==> config.mk <==
export PLATFORM = sky130hd
export DESIGN_NAME = lcd_i2c_writer_flat
export DESIGN_NICKNAME = d
export VERILOG_FILES = /design/src/rtl/lcd_i2c_writer_pkg.sv /design/src/rtl/lcd_i2c_writer_if.sv /design/src/rtl/lcd_i2c_writer_tick.sv /design/src/rtl/lcd_i2c_writer.sv /design/src/flat_wrapper.sv
export SDC_FILE = /design/constraint.sdc
export NUM_CORES = 1
export LEC_CHECK = 0
export BUFFER_PORTS_ARGS = -buffer_cell sky130_fd_sc_hd__buf_4
export CORE_MARGIN = 3
export CORE_UTILIZATION = 25
export DETAILED_ROUTE_END_ITERATION = 7
export PLACE_DENSITY = 0.49
export SYNTH_ARGS = -nofsm -noshare
export SYNTH_HDL_FRONTEND = slang
export SYNTH_SLANG_ARGS = --single-unit
==> constraint.sdc <==
create_clock -name clk_1MHz -period 3.9 [get_ports clk_1MHz]
set_input_delay 0.78 -clock clk_1MHz [delete_from_list [all_inputs] [get_ports clk_1MHz]]
set_output_delay 0.78 -clock clk_1MHz [all_outputs]
set_load 0.02 [all_outputs]
==> src/rtl/lcd_i2c_writer_pkg.sv <==
// lcd_i2c_pkg: shared FSM states, PCF8574 bit map and I2C framing constants for lcd_i2c_writer
package lcd_i2c_pkg;
   typedef enum logic [2:0] {IDLE, START, BITS, STOP, DONE} state_t;
   localparam int PCF_RS = 0;
   localparam int PCF_RW = 1;
   localparam int PCF_EN = 2;
   localparam int PCF_BL = 3;
   localparam int PCF_D4 = 4;
   localparam int START_Q = 2;
   localparam int BITS_PER_BYTE = 9;
   localparam int NUM_BYTES = 5;
   localparam int STOP_Q = 3;
   function automatic logic [7:0] pcf_byte(input logic [3:0] nib, input logic en, input logic bl, input logic rs);
      logic [7:0] b;
      b = '0;
      b[PCF_D4 +: 4] = nib;
      b[PCF_BL] = bl;
      b[PCF_EN] = en;
      b[PCF_RW] = 1'b0;
      b[PCF_RS] = rs;
      return b;
   endfunction
endpackage

==> src/rtl/lcd_i2c_writer_if.sv <==
// lcd_i2c_writer_if: sequencer handshake plus open-drain I2C pad controls of the LCD writer
interface lcd_i2c_writer_if;
   logic       ena_write;
   logic [7:0] data;
   logic       cmd_data;
   logic       done_write;
   logic       busy;
   logic       scl_oe;
   logic       sda_oe;
   logic       sda_in;
   logic       nack;
   modport master (output ena_write, data, cmd_data, sda_in, input done_write, busy, scl_oe, sda_oe, nack);
   modport slave (input ena_write, data, cmd_data, sda_in, output done_write, busy, scl_oe, sda_oe, nack);
endinterface

==> src/rtl/lcd_i2c_writer_tick.sv <==
// lcd_i2c_tick: pulses tick on the last cycle of every SCL quarter; clr holds the count at zero
module lcd_i2c_tick #(
   parameter int unsigned QUARTER = 3
) (
   input  logic clk_1MHz,
   input  logic rst,
   input  logic clr,
   output logic tick
);
   logic [7:0] cnt_q, cnt_d;
   assign tick = !clr && cnt_q == 8'(QUARTER - 1);
   // next count: restart on wrap or clear
   always_comb cnt_d = (clr || tick) ? '0 : cnt_q + 8'd1;
   // count register
   always_ff @(posedge clk_1MHz or posedge rst)
      if (rst) cnt_q <= '0;
      else cnt_q <= cnt_d;
endmodule

==> src/rtl/lcd_i2c_writer.sv <==
// lcd_i2c_writer: sends one LCD byte as a 4-bit PCF8574 I2C write; LCD_I2C_ACK_CHECK_EN enables NACK abort
module lcd_i2c_writer #(
   parameter logic [6:0]  I2C_ADDR  = 7'h27,
   parameter int unsigned QUARTER   = 3,
   parameter bit          BACKLIGHT = 1'b1
) (
   input logic clk_1MHz,
   input logic rst,
   lcd_i2c_writer_if.slave bus
);
   import lcd_i2c_pkg::*;
   state_t state_q, state_d;
   logic [1:0] phase_q, phase_d;
   logic [3:0] bit_q, bit_d;
   logic [2:0] byte_q, byte_d;
   logic [7:0] data_q, data_d, cur_byte;
   logic rs_q, rs_d, busy_q, busy_d, done_q, done_d, nack_q, nack_d;
   logic tick, ack_fail, scl_oe, sda_oe;
   lcd_i2c_tick #(.QUARTER(QUARTER)) u_tick (
      .clk_1MHz(clk_1MHz),
      .rst(rst),
      .clr(state_q == IDLE || state_q == DONE),
      .tick(tick)
   );
   assign cur_byte = byte_q == 3'd0 ? {I2C_ADDR, 1'b0}
                   : pcf_byte(byte_q < 3'd3 ? data_q[7:4] : data_q[3:0], byte_q[0], BACKLIGHT, rs_q);
`ifdef LCD_I2C_ACK_CHECK_EN
   assign ack_fail = state_q == BITS && tick && phase_q == 2'd2 && bit_q == 4'(BITS_PER_BYTE - 1) && bus.sda_in;
`else
   assign ack_fail = 1'b0;
`endif
   // sequencing of START, 45 bit slots and STOP, one quarter per tick
   always_comb begin
      state_d = state_q;
      phase_d = phase_q;
      bit_d   = bit_q;
      byte_d  = byte_q;
      data_d  = data_q;
      rs_d    = rs_q;
      nack_d  = nack_q;
      done_d  = 1'b0;
      busy_d  = done_q ? 1'b0 : busy_q;
      case (state_q)
         IDLE: if (bus.ena_write && !busy_q) begin
            state_d = START;
            data_d  = bus.data;
            rs_d    = bus.cmd_data;
            busy_d  = 1'b1;
            phase_d = '0;
            bit_d   = '0;
            byte_d  = '0;
         end
         START: if (tick) begin
            phase_d = phase_q + 2'd1;
            if (phase_q == 2'(START_Q - 1)) begin
               state_d = BITS;
               phase_d = '0;
            end
         end
         BITS: if (ack_fail) begin
            state_d = STOP;
            phase_d = '0;
            nack_d  = 1'b1;
         end else if (tick) begin
            phase_d = phase_q + 2'd1;
            if (phase_q == 2'd3) begin
               if (bit_q == 4'(BITS_PER_BYTE - 1)) begin
                  bit_d = '0;
                  if (byte_q == 3'(NUM_BYTES - 1)) state_d = STOP;
                  else byte_d = byte_q + 3'd1;
               end else bit_d = bit_q + 4'd1;
            end
         end
         STOP: if (tick) begin
            phase_d = phase_q + 2'd1;
            if (phase_q == 2'(STOP_Q - 1)) state_d = DONE;
         end
         DONE: begin
            state_d = IDLE;
            done_d  = 1'b1;
         end
         default: state_d = IDLE;
      endcase
   end
   // open-drain line drive decoded from state and quarter; ACK slots release SDA
   always_comb begin
      scl_oe = 1'b0;
      sda_oe = 1'b0;
      case (state_q)
         START: begin
            sda_oe = 1'b1;
            scl_oe = phase_q[0];
         end
         BITS: begin
            scl_oe = !phase_q[1];
            sda_oe = bit_q != 4'(BITS_PER_BYTE - 1) && !cur_byte[3'd7 - bit_q[2:0]];
         end
         STOP: begin
            scl_oe = phase_q == 2'd0;
            sda_oe = phase_q != 2'd2;
         end
         default: ;
      endcase
   end
   // state registers; reset drops everything and releases the bus without a STOP
   always_ff @(posedge clk_1MHz or posedge rst)
      if (rst) begin
         state_q <= IDLE;
         phase_q <= '0;
         bit_q   <= '0;
         byte_q  <= '0;
         data_q  <= '0;
         rs_q    <= 1'b0;
         busy_q  <= 1'b0;
         done_q  <= 1'b0;
         nack_q  <= 1'b0;
      end else begin
         state_q <= state_d;
         phase_q <= phase_d;
         bit_q   <= bit_d;
         byte_q  <= byte_d;
         data_q  <= data_d;
         rs_q    <= rs_d;
         busy_q  <= busy_d;
         done_q  <= done_d;
         nack_q  <= nack_d;
      end
   assign bus.scl_oe     = scl_oe;
   assign bus.sda_oe     = sda_oe;
   assign bus.busy       = busy_q;
   assign bus.done_write = done_q;
   assign bus.nack       = nack_q;
endmodule

==> src/flat_wrapper.sv <==
// flat-port wrapper written by rule: the top's interface ports become plain ports
module lcd_i2c_writer_flat import lcd_i2c_pkg::*;
#(
   parameter logic [6:0]  I2C_ADDR  = 7'h27,
   parameter int unsigned QUARTER   = 3,
   parameter bit          BACKLIGHT = 1'b1
)
  (clk_1MHz, rst, bus_ena_write, bus_data, bus_cmd_data, bus_sda_in, bus_done_write, bus_busy, bus_scl_oe, bus_sda_oe, bus_nack);
  lcd_i2c_writer_if bus_i ();
  input logic clk_1MHz;
  input logic rst;
  input wire logic [$bits(bus_i.ena_write)-1:0] bus_ena_write;
  input wire logic [$bits(bus_i.data)-1:0] bus_data;
  input wire logic [$bits(bus_i.cmd_data)-1:0] bus_cmd_data;
  input wire logic [$bits(bus_i.sda_in)-1:0] bus_sda_in;
  output wire logic [$bits(bus_i.done_write)-1:0] bus_done_write;
  output wire logic [$bits(bus_i.busy)-1:0] bus_busy;
  output wire logic [$bits(bus_i.scl_oe)-1:0] bus_scl_oe;
  output wire logic [$bits(bus_i.sda_oe)-1:0] bus_sda_oe;
  output wire logic [$bits(bus_i.nack)-1:0] bus_nack;
  assign bus_i.ena_write = bus_ena_write;
  assign bus_i.data = bus_data;
  assign bus_i.cmd_data = bus_cmd_data;
  assign bus_i.sda_in = bus_sda_in;
  assign bus_done_write = bus_i.done_write;
  assign bus_busy = bus_i.busy;
  assign bus_scl_oe = bus_i.scl_oe;
  assign bus_sda_oe = bus_i.sda_oe;
  assign bus_nack = bus_i.nack;
  lcd_i2c_writer #(.I2C_ADDR(I2C_ADDR), .QUARTER(QUARTER), .BACKLIGHT(BACKLIGHT)) u_core (.clk_1MHz(clk_1MHz), .rst(rst), .bus(bus_i));
endmodule
==> results of run 1 <==
[state kept, by name (all words and copies together) (netlist names)]
| signal | cells |
|---|---|
| u_core.byte_q | 3 |
| u_core.state_q | 3 |
| u_core.rs_q | 1 |
| u_core.bus.done_write | 1 |
| u_core.bus.busy | 1 |
| u_core.u_tick.cnt_q | 8 |
| u_core.data_q | 8 |
| u_core.phase_q | 2 |
| u_core.bit_q | 4 |
[how the worst max path moves through the flow]
stage | endpoint | from | depth (start not counted)
after detailed placement | bus_sda_oe | u_core.state_q[1]$_DFFE_PP0P_ | 7
after CTS | bus_sda_oe | u_core.state_q[1]$_DFFE_PP0P_ | 7
after global placement | bus_sda_oe | u_core.byte_q[0]$_DFFE_PP0P_ | 7
after floorplan | bus_sda_oe | u_core.state_q[0]$_DFFE_PP0P_ | 6
after global routing | bus_sda_oe | u_core.state_q[1]$_DFFE_PP0P_ | 7
final | bus_sda_oe | u_core.bit_q[0]$_DFFE_PP0P_ | 8
[cell usage in the layout, fill, tap and decap left out, types with 2 or more instances in the layout]
master     n
dfrtp_1   31
buf_4     17
nor2_1    16
inv_1     12
nand2_1   11
ha_1      11
mux2_2     9
o21ai_0    8
o21ai_1    8
nand3_1    7
clkbuf_8   6
xor2_1     5
a21oi_1    4
and3_1     3
nor3_1     3
nand2b_1   3
nor2b_1    2
a311oi_1   2
a22oi_1    2
a32oi_1    2
[worst max-delay path: cells and delay by family (launching register included)]
family / cells / cell delay [ns]
adder cells (fa/ha/maj): 1 / 0.23
flip-flops: 1 / 0.55
AND/OR/NAND/NOR: 2 / 0.32
buffers and inverters: 2 / 0.29
AO/OA/AOI/OAI: 3 / 0.61
[area by class of cell]
class                   count  share of cell area (%)
clock inverters             2                    1.65
repair buffers             17                    6.01
clock buffers               6                    3.89
inverters                  12                    2.12
flip-flops and latches     31                    36.5
well taps                  96                    5.66
multi-input cells         124                    44.1
[cell families (layout without fill, tap and decap cells)]
logic type / count (synthesis) / count (layout) / share of synthesized area [%]
AO/OA/AOI/OAI: 40 / 40 / 16.8
flip-flops: 31 / 31 / 42.8
XOR/XNOR: 6 / 6 / 2.90
AND/OR/NAND/NOR: 56 / 56 / 17.3
multiplexers: 10 / 10 / 6.83
other: 1 / 1 / 0.207
buffers and inverters: 20 / 37 / 5.59
adder cells (fa/ha/maj): 11 / 11 / 7.59
[stage by stage]
stage	utilization, %	instance area (sq um)	instances	hold WS [ns]
2_1_floorplan	-	1810	175	0.463
3_3_place_gp	29.0	2010	280	0.492
3_5_place_dp	29.0	2010	280	0.498
4_1_cts	30.7	2120	288	0.507
5_1_grt	30.7	2120	288	0.516
6_report	30.7	2120	288	0.504
[power groups by stage]
stage,combinational (mW),sequential (mW),clock (mW)
floorplan,0.00643,0.328,0
detailed placement,0.0174,0.328,0
CTS,0.0174,0.321,0.344
global route,0.0190,0.321,0.360
global placement,0.0171,0.328,0
finish,0.0163,0.321,0.331
[routing by layer]
layer  wire length, microns  vias to the layer above
met5                      0                        -
met4                     68                        0
met3                    130                        7
met2                   1750                       26
met1                   1870                      642
li1                       -                      649
==> out/qor.yml, run 1 <==
status:
  status: "completed"
cts:
  post-cts-setup-buffer-count: 0
  cts_resized: 0
  clock_latency_ns: 0.28
  ctsHoldBuffers: 0
  cts_sinks: 31
  cts_made_buffers: 5
  cts_root_buf: "clkbuf_8"
  cts_tree: "yes"
  htree_levels: 2
  clockBufferDepth: 2
  path_clk_slew_ns: 0.07
sta:
  setup_ws_ns: 0.827
  slew_headroom_pct: 48.9
  final-setup-viol-count: 0
  min_period_over_period_pct: 78.8
  slew_violations: 0
  tightestPinTransition_ns: 0.766
  rsz0062_at_grt: "no"
  finalCriticalPeriod_ns: 3.07
  setup_tns_ns: 0
  finalHoldViolations: 0
  fmax_mhz: 325
  fin_skew_ns: 0.00393
drt:
  ant_nets: 0
  dr.pass1.iters: 4
  drc: 0
  routed_wl_microns: 3820
  viasPerCell: 4.60
  vias: 1324
  wl_per_cell_microns: 13.3
  dr.first_iter.drc_count: 81
setup_path:
  cp-start-kind: "flop"
  cp.required_ns: 3.12
  regToRegSetupSlack_ns: 1.53
  cp_max_fo: 10
  arrival_ns: 2.29
  r2r-start: "u_core.u_tick.cnt_q[0]$_DFF_PP0_"
  worstPathCellList: "inv_1 -> ha_1 -> nand3b_1 -> nand2_1 -> a311oi_1 -> o21ai_1 -> o22ai_1 -> buf_4"
  crit_path_end_kind: "primary output"
  slowest_stage: "dfrtp_1"
  reg2reg_to: "u_core.byte_q[2]$_DFFE_PP0P_"
  critical_path_class: "reg2out"
  rr_worst_depth: 7
  cpPeakStageDelay_ns: 0.55
logic_synthesis:
  ys_types: 49
  synth_fp_nets: 199
  async_flop_share_pct: 100
  yosysTopAreaCellShare_pct: 42.8
  yosysMostFrequentCell: "dfrtp_1"
  synth.area.top_cells: "dfrtp_1, ha_1, mux2_2, nor2_1, inv_1"
  netlist_area_sq_um: 1810
  syn_area_per_cell_sq_um: 10.4
  yosysSeqAreaShare_pct: 42.8
  ys_ff_latch: 31
  ys_warn_count: 0
  ys.flop_type: "dfrtp_1"
  synthCells: 175
  synth_common_cells: "dfrtp_1, nor2_1, inv_1"
  synth_edf_count: 0
  yosysTopAreaCell: "dfrtp_1"
power_and_ir_drop:
  pwr-share-clk_pct: 49.5
  switching_share_pct: 19.9
  p_seq_share_pct: 48.1
  comb_power_share_pct: 2.4
  total_power_mw: 0.669
  p_sw_mw: 0.133
  leakage_nw: 0.959
  ir_drop_mv: 0.212
  p_per_area_nw_per_um2: 315
  internal-power_mw: 0.536
global_route:
  grt_antenna_before_repair: 0
  grt.overflow.total: 0
  grt_first_pass_wirelength_microns: 6440
  grtUsageMet3_pct: 2.40
  busiest_layer: "met2"
  grt_usage_pct: 9.76
  grt_max_degree: 32
  grt_use_met2_pct: 14.7
  use_met1_pct: 13.4
  grt_pass1_vias: 1293
die:
  die_width_microns: 91.2
  die_y_microns: 91.2
  core_area_sq_um: 6910
  fp-row-count: 30
  initial_core_util_pct: 26.3
  io_pins: 18
  dieArea_sq_um: 8310
placement:
  gp_congestion: 0.776
  io_buffers: 15
  dp_slack_ns: 1.16
  dp_hpwl_microns: 2670
cells_and_area:
  antenna_cells: 0
  drive_above_1_share_pct: 24.5
  filler_cell_count: 754
  multi_input_area_sq_um: 937
  area_delta_synth_final_pct: 17.0
  seq_area_sq_um: 776
  nets: 215
flow_run:
  maxCapViolCount: 0
worst_hold_path:
  holdCritPathClass: "reg2reg"
  min_from: "u_core.bit_q[3]$_DFFE_PP0P_"
  min_delay_worst_endpoint: "u_core.bit_q[3]$_DFFE_PP0P_"
  whs_path_depth: 1
Note: power is estimated with default switching activity, not from simulation.
==> inputs of run 2 (changes only) <==
Settings changed: ABC_AREA set to 1, PLACE_DENSITY 0.49 to 0.51.
Clock period 3.9 ns to 2.5 ns, I/O delays scaled along.
==> run 2 against run 1 <==
Compared with the run above:
- cell count up 24%
- worst setup slack got worse by 0.67 ns
- global-route usage shrank 0.086 points
- area after synthesis grew 6.6%
- clock power grew 37%
- critical path depth is 2 higher
- sequential share of layout area down 2.6 points
- clock skew rose by 0.0015 ns
- sequential power is 56% higher
- synthesized cell count grew 33%
- routed wire length up 0.68%
- critical path type unchanged
- largest cell class unchanged
==> out/qor.yml, run 2 <==
logic_synthesis:
  netlist_area_sq_um: 1930  # was 1810 sq um
  async_flop_share_pct: 100  # unchanged
  yosysTopAreaCell: "dfrtp_1"  # unchanged
  yosysSeqAreaShare_pct: 40.1  # was 42.8%
  syn_area_per_cell_sq_um: 8.30  # was 10.4 sq um
  yosysTopAreaCellShare_pct: 40.1  # was 42.8%
  synth.area.top_cells: "dfrtp_1, nand2_1, ha_1, inv_1, nor2_1"  # was dfrtp_1, ha_1, mux2_2, nor2_1, inv_1
  ys_warn_count: 0  # unchanged
  ys_types: 35  # was 49
  ys_ff_latch: 31  # unchanged
  synth_fp_nets: 257  # was 199
  synth_common_cells: "nand2_1, dfrtp_1, inv_1"  # was dfrtp_1, nor2_1, inv_1
  ys.flop_type: "dfrtp_1"  # unchanged
  synth_edf_count: 0  # unchanged
  synthCells: 233  # was 175
  yosysMostFrequentCell: "nand2_1"  # was dfrtp_1
cells_and_area:
  final_cell_mix: "nand2_1, dfrtp_1, inv_1"  # was dfrtp_1, buf_4, nor2_1
  finalNonFillerCells: 356  # was 288
  filler_cell_count: 815  # was 754
  area_delta_synth_final_pct: 18.0  # was 17.0%
  final_core_util_pct: 31.0  # was 30.7%
  multi_input_area_sq_um: 1020  # was 937 sq um
  nets: 280  # was 215
  seq_area_sq_um: 776  # unchanged
  antenna_cells: 0  # unchanged
  layout_commonest_cell: "nand2_1"  # was dfrtp_1
  reg.largest.list: "u_core.data_q: 8 flops, u_core.u_tick.cnt_q: 8 flops, u_core.bit_q: 4 flops"  # unchanged
  drive_above_1_share_pct: 23.0  # was 24.5%
power_and_ir_drop:
  leakage_nw: 1.07  # was 0.959 nW
  ir_drop_mv: 0.261  # was 0.212 mV
  total_power_mw: 0.980  # was 0.669 mW
  p_per_area_nw_per_um2: 429  # was 315 nW/um^2
cts:
  clockBufferDepth: 2  # unchanged
  path_clk_slew_ns: 0.07  # about the same
  cts_tree: "yes"  # unchanged
  cts_made_buffers: 5  # unchanged
  htree_levels: 2  # unchanged
  cts_sinks: 31  # unchanged
  ctsHoldBuffers: 0  # unchanged
  cts_root_buf: "clkbuf_8"  # unchanged
  clock_latency_ns: 0.29  # was 0.28 ns
die:
  core_area_sq_um: 7370  # was 6910 sq um
  die_width_microns: 94.0  # was 91.2 microns
  initial_core_util_pct: 26.2  # was 26.3%
  dieArea_sq_um: 8830  # was 8310 sq um
  io_pins: 18  # unchanged
  fp-row-count: 31  # was 30
  die_y_microns: 94.0  # was 91.2 microns
drt:
  route.met3.wl_microns: 135  # was 130 microns
  wl_met1_microns: 1880  # was 1870 microns
  wl_per_cell_microns: 10.8  # was 13.3 microns
  dr.first_iter.drc_count: 68  # was 81
  dr_wl_met2_microns: 1780  # was 1750 microns
  top_layer_used: "met4"  # unchanged
  viasPerCell: 4.25  # was 4.60
  routed_wl_microns: 3840  # was 3820 microns
  drc: 0  # unchanged
  dr.pass1.iters: 6  # was 4
  vias: 1512  # was 1,324
  ant_nets: 0  # unchanged
sta:
  min_period_over_period_pct: 93.7
  rsz0062_at_grt: "no"  # unchanged
  slew_violations: 0  # unchanged
  holdWs_ns: 0.296  # was 0.504 ns
  finalCriticalPeriod_ns: 2.34
  fmax_mhz: 427
  finalHoldViolations: 0  # unchanged
  fin_skew_ns: 0.00538  # was 0.00393 ns
  final-setup-viol-count: 0  # unchanged
  setup_tns_ns: 0  # unchanged
global_route:
  grt_max_degree: 32  # unchanged
  grt.overflow.total: 0  # unchanged
  grt_pass1_vias: 1512  # was 1,293
  grt_first_pass_wirelength_microns: 6730  # was 6440 microns
  grt_usage_pct: 9.68  # was 9.76%
  grt_antenna_before_repair: 0  # unchanged
setup_path:
  rr_worst_depth: 9  # was 7
  reg2reg_to: "u_core.state_q[1]$_DFFE_PP0P_"  # was u_core.byte_q[2]$_DFFE_PP0P_
  critical_path_class: "reg2out"  # unchanged
  cpMostUsedCell: "nand2_1"
  r2r-start: "u_core.bit_q[0]$_DFFE_PP0P_"  # was u_core.u_tick.cnt_q[0]$_DFF_PP0_
  crit_path_end_kind: "primary output"  # unchanged
  arrival_ns: 1.84  # was 2.29 ns
  cp_max_fo: 4  # was 10
  cp-start-kind: "flop"  # unchanged
  cpPeakStageDelay_ns: 0.41  # was 0.55 ns
  worstPathCellList: "inv_1 -> ha_2 -> nand2_2 -> nand2_1 -> nand2_1 -> o21ai_0 -> a21oi_1 -> nand2_1 -> nand2_1 -> buf_4"  # was inv_1 -> ha_1 -> nand3b_1 -> nand2_1 -> a311oi_1 -> o21ai_1 -> o22ai_1 -> buf_4
  cp.required_ns: 2.00  # was 3.12 ns
  slowest_stage: "dfrtp_1"  # unchanged
  regToRegSetupSlack_ns: 0.82  # was 1.53 ns
placement:
  placedCellCount: 346  # was 280
  gp_congestion: 0.732  # was 0.776
  dp_hpwl_microns: 2860  # was 2670 microns
  io_buffers: 15  # unchanged
flow_run:
  maxCapViolCount: 0  # unchanged
worst_hold_path:
  holdCritPathClass: "in2async"  # was reg2reg
status:
  status: "completed"  # unchanged
-- run 2: worst max-delay path by stage --
stage | startpoint | to | slack [ns]
floorplan | u_core.byte_q[0]$_DFFE_PP0P_ | bus_sda_oe | 0.65
global placement | u_core.byte_q[0]$_DFFE_PP0P_ | bus_sda_oe | 0.36
detailed placement | u_core.byte_q[0]$_DFFE_PP0P_ | bus_sda_oe | 0.36
CTS | u_core.byte_q[0]$_DFFE_PP0P_ | bus_sda_oe | 0.03
global route | u_core.byte_q[0]$_DFFE_PP0P_ | bus_sda_oe | 0.002
finish | u_core.byte_q[0]$_DFFE_PP0P_ | bus_sda_oe | 0.16
-- run 2: report_power, final --
part,internal [mW],total [mW],switching [mW]
Sequential,0.501,0.501,0
Combinational,0.0121,0.0266,0.0144
Clock,0.250,0.452,0.201
-- run 2: final cells by class --
type	instances	area share, %
timing repair buffer	18	5.92
clock buffer	7	4.22
clock inverter	1	0.329
tap	99	5.42
multi-input combinational	167	44.7
sequential	31	34.0
inverter	33	5.42
-- run 2: logic make-up after synthesis --
kind of cell / Yosys count / synth area share [%]
other: 1 / 0.194
DFF: 31 / 40.1
AOI/OAI and AO/OA: 24 / 8.28
buffers and inverters: 35 / 7.37
muxes: 7 / 4.85
and+or+nand+nor: 121 / 30.7
xor gates and xnor gates: 3 / 1.36
adders and majority gates: 11 / 7.12
-- run 2: what timing repair did --
item / in CTS / in global routing
gates resized for setup: 0 / 2
setup endpoints to repair: 0 / 1
buffers inserted: 0 / 2
-- run 2: stage by stage --
step	area (sq um)	worst slack [ns]
2_1_floorplan	1930	0.646
3_3_place_gp	2160	0.364
3_5_place_dp	2160	0.356
4_1_cts	2260	0.0253
5_1_grt	2280	0.00154
6_report	2280	0.157
-- run 2: routing by layer --
metal | track usage (%) | vias to the layer above
met4 | 3.61 | 0
li1 | - | 798
met2 | 15.6 | 21
met3 | 2.80 | 4
met5 | 0 | -
met1 | 12.2 | 689
-- run 2: critical path: cells and delay by family, from the launching register on --
kind,cells,cell delay (ns)
AND/OR/NAND/NOR,5,0.38
AO/OA/AOI/OAI,2,0.29
adder cells (fa/ha/maj),1,0.22
flip-flops,1,0.41
buffers and inverters,2,0.25
==> inputs of run 3 (changes only) <==
Settings changed: ABC_AREA 1 to not set.
==> run 3 against run 2 <==
Compared with the run above:
- non-clock buffer count is 11 higher
- power down 1.5%
- clock power shrank 3%
- die area decreased by 5.8%
- cell area down 1.8%
- worst setup slack got worse by 0.064 ns
- utilization up 1.5 points
- flip-flop and latch count is the same
- sequential power barely moved
- largest cell class unchanged
==> out/qor.yml, run 3 (synthesis results as in run 1) <==
status:
  status: "completed"  # unchanged
cells_and_area:
  final_cell_mix: "buf_4, dfrtp_1, nor2_1"  # was nand2_1, dfrtp_1, inv_1
  final_area_sq_um: 2240  # was 2280 sq um
  filler_cell_count: 753  # was 815
  drive_above_1_share_pct: 34.3  # was 23.0%
  reg.largest.list: "u_core.data_q: 8 flops, u_core.u_tick.cnt_q: 8 flops, u_core.bit_q: 4 flops"  # unchanged
  final_core_util_pct: 32.5  # was 31.0%
  area_delta_synth_final_pct: 23.6  # was 18.0%
  antenna_cells: 0  # unchanged
  layout_commonest_cell: "buf_4"  # was nand2_1
  nets: 227  # was 280
setup_path:
  cp.required_ns: 2.00  # about the same
  crit_path_end_kind: "primary output"  # unchanged
  slowest_stage: "or4_4"  # was dfrtp_1
  arrival_ns: 1.91  # was 1.84 ns
  rr_worst_depth: 7  # was 9
  cp_top_family: "simple AND/OR/NAND/NOR gates"  # was flip-flops
  cp_max_fo: 4  # unchanged
  path_depth: 7  # was 10
  cpPeakStageDelay_ns: 0.47  # was 0.41 ns
  critical_path_class: "reg2out"  # unchanged
  worstPathCellList: "inv_2 -> ha_4 -> or4_4 -> o2111ai_2 -> o21ai_1 -> o22ai_1 -> buf_4"  # was inv_1 -> ha_2 -> nand2_2 -> nand2_1 -> nand2_1 -> o21ai_0 -> a21oi_1 -> nand2_1 -> nand2_1 -> buf_4
  cp-start-kind: "flop"  # unchanged
  critical_path_buf_inv_count: 2  # unchanged
cts:
  clockBufferDepth: 2  # unchanged
  cts_root_buf: "clkbuf_8"  # unchanged
  path_clk_slew_ns: 0.07  # about the same
  cts_tree: "yes"  # unchanged
  cts_made_buffers: 5  # unchanged
  clock_latency_ns: 0.28  # was 0.29 ns
  ctsHoldBuffers: 0  # unchanged
  htree_levels: 2  # unchanged
  cts_sinks: 31  # unchanged
power_and_ir_drop:
  pwr-share-clk_pct: 45.4  # was 46.1%
  comb_power_share_pct: 2.6  # was 2.7%
  ir_drop_mv: 0.288  # was 0.261 mV
  p_per_area_nw_per_um2: 430  # was 429 nW/um^2
  p_seq_share_pct: 52.0  # was 51.2%
  leakage_nw: 1.01  # was 1.07 nW
  internal-power_mw: 0.765  # was 0.764 mW
  p_sw_mw: 0.200  # was 0.216 mW
  switching_share_pct: 20.7  # was 22.0%
die:
  dieArea_sq_um: 8310  # was 8830 sq um
  die_width_microns: 91.2  # was 94.0 microns
  io_pins: 18  # unchanged
  initial_core_util_pct: 26.3  # was 26.2%
  die_y_microns: 91.2  # was 94.0 microns
  fp-row-count: 30  # was 31
  core_area_sq_um: 6910  # was 7370 sq um
sta:
  slew_headroom_pct: 64.7
  fmax_mhz: 415  # was 427 MHz
  finalHoldViolations: 0  # unchanged
  finalCriticalPeriod_ns: 2.41  # was 2.34 ns
  min_period_over_period_pct: 96.3  # was 93.7%
  tightestPinTransition_ns: 0.530
  setup_ws_ns: 0.0930  # was 0.157 ns
  final-setup-viol-count: 0  # unchanged
  rsz0062_at_grt: "yes"  # was no
  slew_violations: 0  # unchanged
  fin_skew_ns: 0.00283  # was 0.00538 ns
flow_run:
  maxCapViolCount: 0  # unchanged
global_route:
  grt_first_pass_wirelength_microns: 6670  # was 6730 microns
  grt_antenna_before_repair: 0  # unchanged
  grt_usage_pct: 9.60  # was 9.68%
  grt.overflow.total: 0  # unchanged
  grt_pass1_vias: 1421  # was 1,512
  grt_max_degree: 32  # unchanged
drt:
  wl_per_cell_microns: 12.2  # was 10.8 microns
  drc: 0  # unchanged
  ant_nets: 0  # unchanged
  vias: 1357  # was 1,512
  routed_wl_microns: 3670  # was 3840 microns
  viasPerCell: 4.52  # was 4.25
  dr.first_iter.drc_count: 64  # was 68
  dr.pass1.iters: 3  # was 6
worst_hold_path:
  holdCritPathClass: "in2async"  # unchanged
placement:
  gp_congestion: 0.740  # was 0.732
  placed_area_sq_um: 2070  # was 2160 sq um
  io_buffers: 15  # unchanged
  dp_hpwl_microns: 2740  # was 2860 microns
  dp_slack_ns: 0.252  # was 0.356 ns
run 3: power by group through the flow:
| stage | Sequential [mW] | Clock, mW | Combinational [mW] |
|---|---|---|---|
| floorplan | 0.511 | 0 | 0.0100 |
| global placement | 0.511 | 0 | 0.0262 |
| detailed placement | 0.511 | 0 | 0.0262 |
| CTS | 0.501 | 0.453 | 0.0262 |
| global route | 0.501 | 0.477 | 0.0286 |
| finish | 0.501 | 0.438 | 0.0249 |
run 3: what timing repair did:
item                       4_1_cts  5_1_grt
pin swaps                        3        5
hold endpoints to repair         0        0
resized for setup                3       11
buffers inserted                 1        3
setup endpoints to repair        1        1
run 3: worst register-to-register path: cells and delay by family (launching register included):
kind            cells  cell delay [ns]
simple gates        3             0.87
buf+inv             1             0.08
compound gates      2             0.55
flops               1             0.43
fa+ha+maj           1             0.13
run 3: final cells by class:
type                    instances  area, sq um  area share (%)
flip-flops and latches         31          782            34.9
multi-input cells             124          977            43.6
repair buffers                 29          218            9.71
clock buffers                   8          100            4.46
inverters                      12         45.0            2.01
well taps                      96          120            5.36
run 3: path summary, 6_finish.rpt:
kind	from	end	slack (ns)
min in group clk_1MHz	bus_data[6]	u_core.data_q[6]$_DFFE_PP0P_	0.45
setup / recovery	u_core.byte_q[1]$_DFFE_PP0P_	bus_sda_oe	0.09
setup reg to reg	u_core.u_tick.cnt_q[0]$_DFF_PP0_	u_core.byte_q[2]$_DFFE_PP0P_	0.31
hold reg to reg	u_core.bit_q[3]$_DFFE_PP0P_	u_core.bit_q[3]$_DFFE_PP0P_	0.50
hold / removal	rst	u_core.data_q[3]$_DFFE_PP0P_	0.30
max in group asynchronous	rst	u_core.bit_q[0]$_DFFE_PP0P_	1.88
run 3: layer usage:
layer / share of wire, % / up-vias / GRT usage, % / routed length [microns]
met4: 1.3 / 0 / 2.64 / 46
met5: 0 / - / 0 / 0
met1: 49 / 662 / 12.7 / 1790
met3: 3.2 / 6 / 2.57 / 118
li1: - / 675 / - / -
met2: 47 / 14 / 15.4 / 1720
run 3: stage by stage:
step	cells	hold WS [ns]	total power, mW	TNS (ns)
after CTS	297	0.313	0.980	-0.000505
after global routing	300	0.341	1.01	-0.0127
after global placement	288	0.486	0.537	0
after detailed placement	288	0.496	0.537	0
after floorplan	175	0.463	0.521	0
final	300	0.300	0.965	0
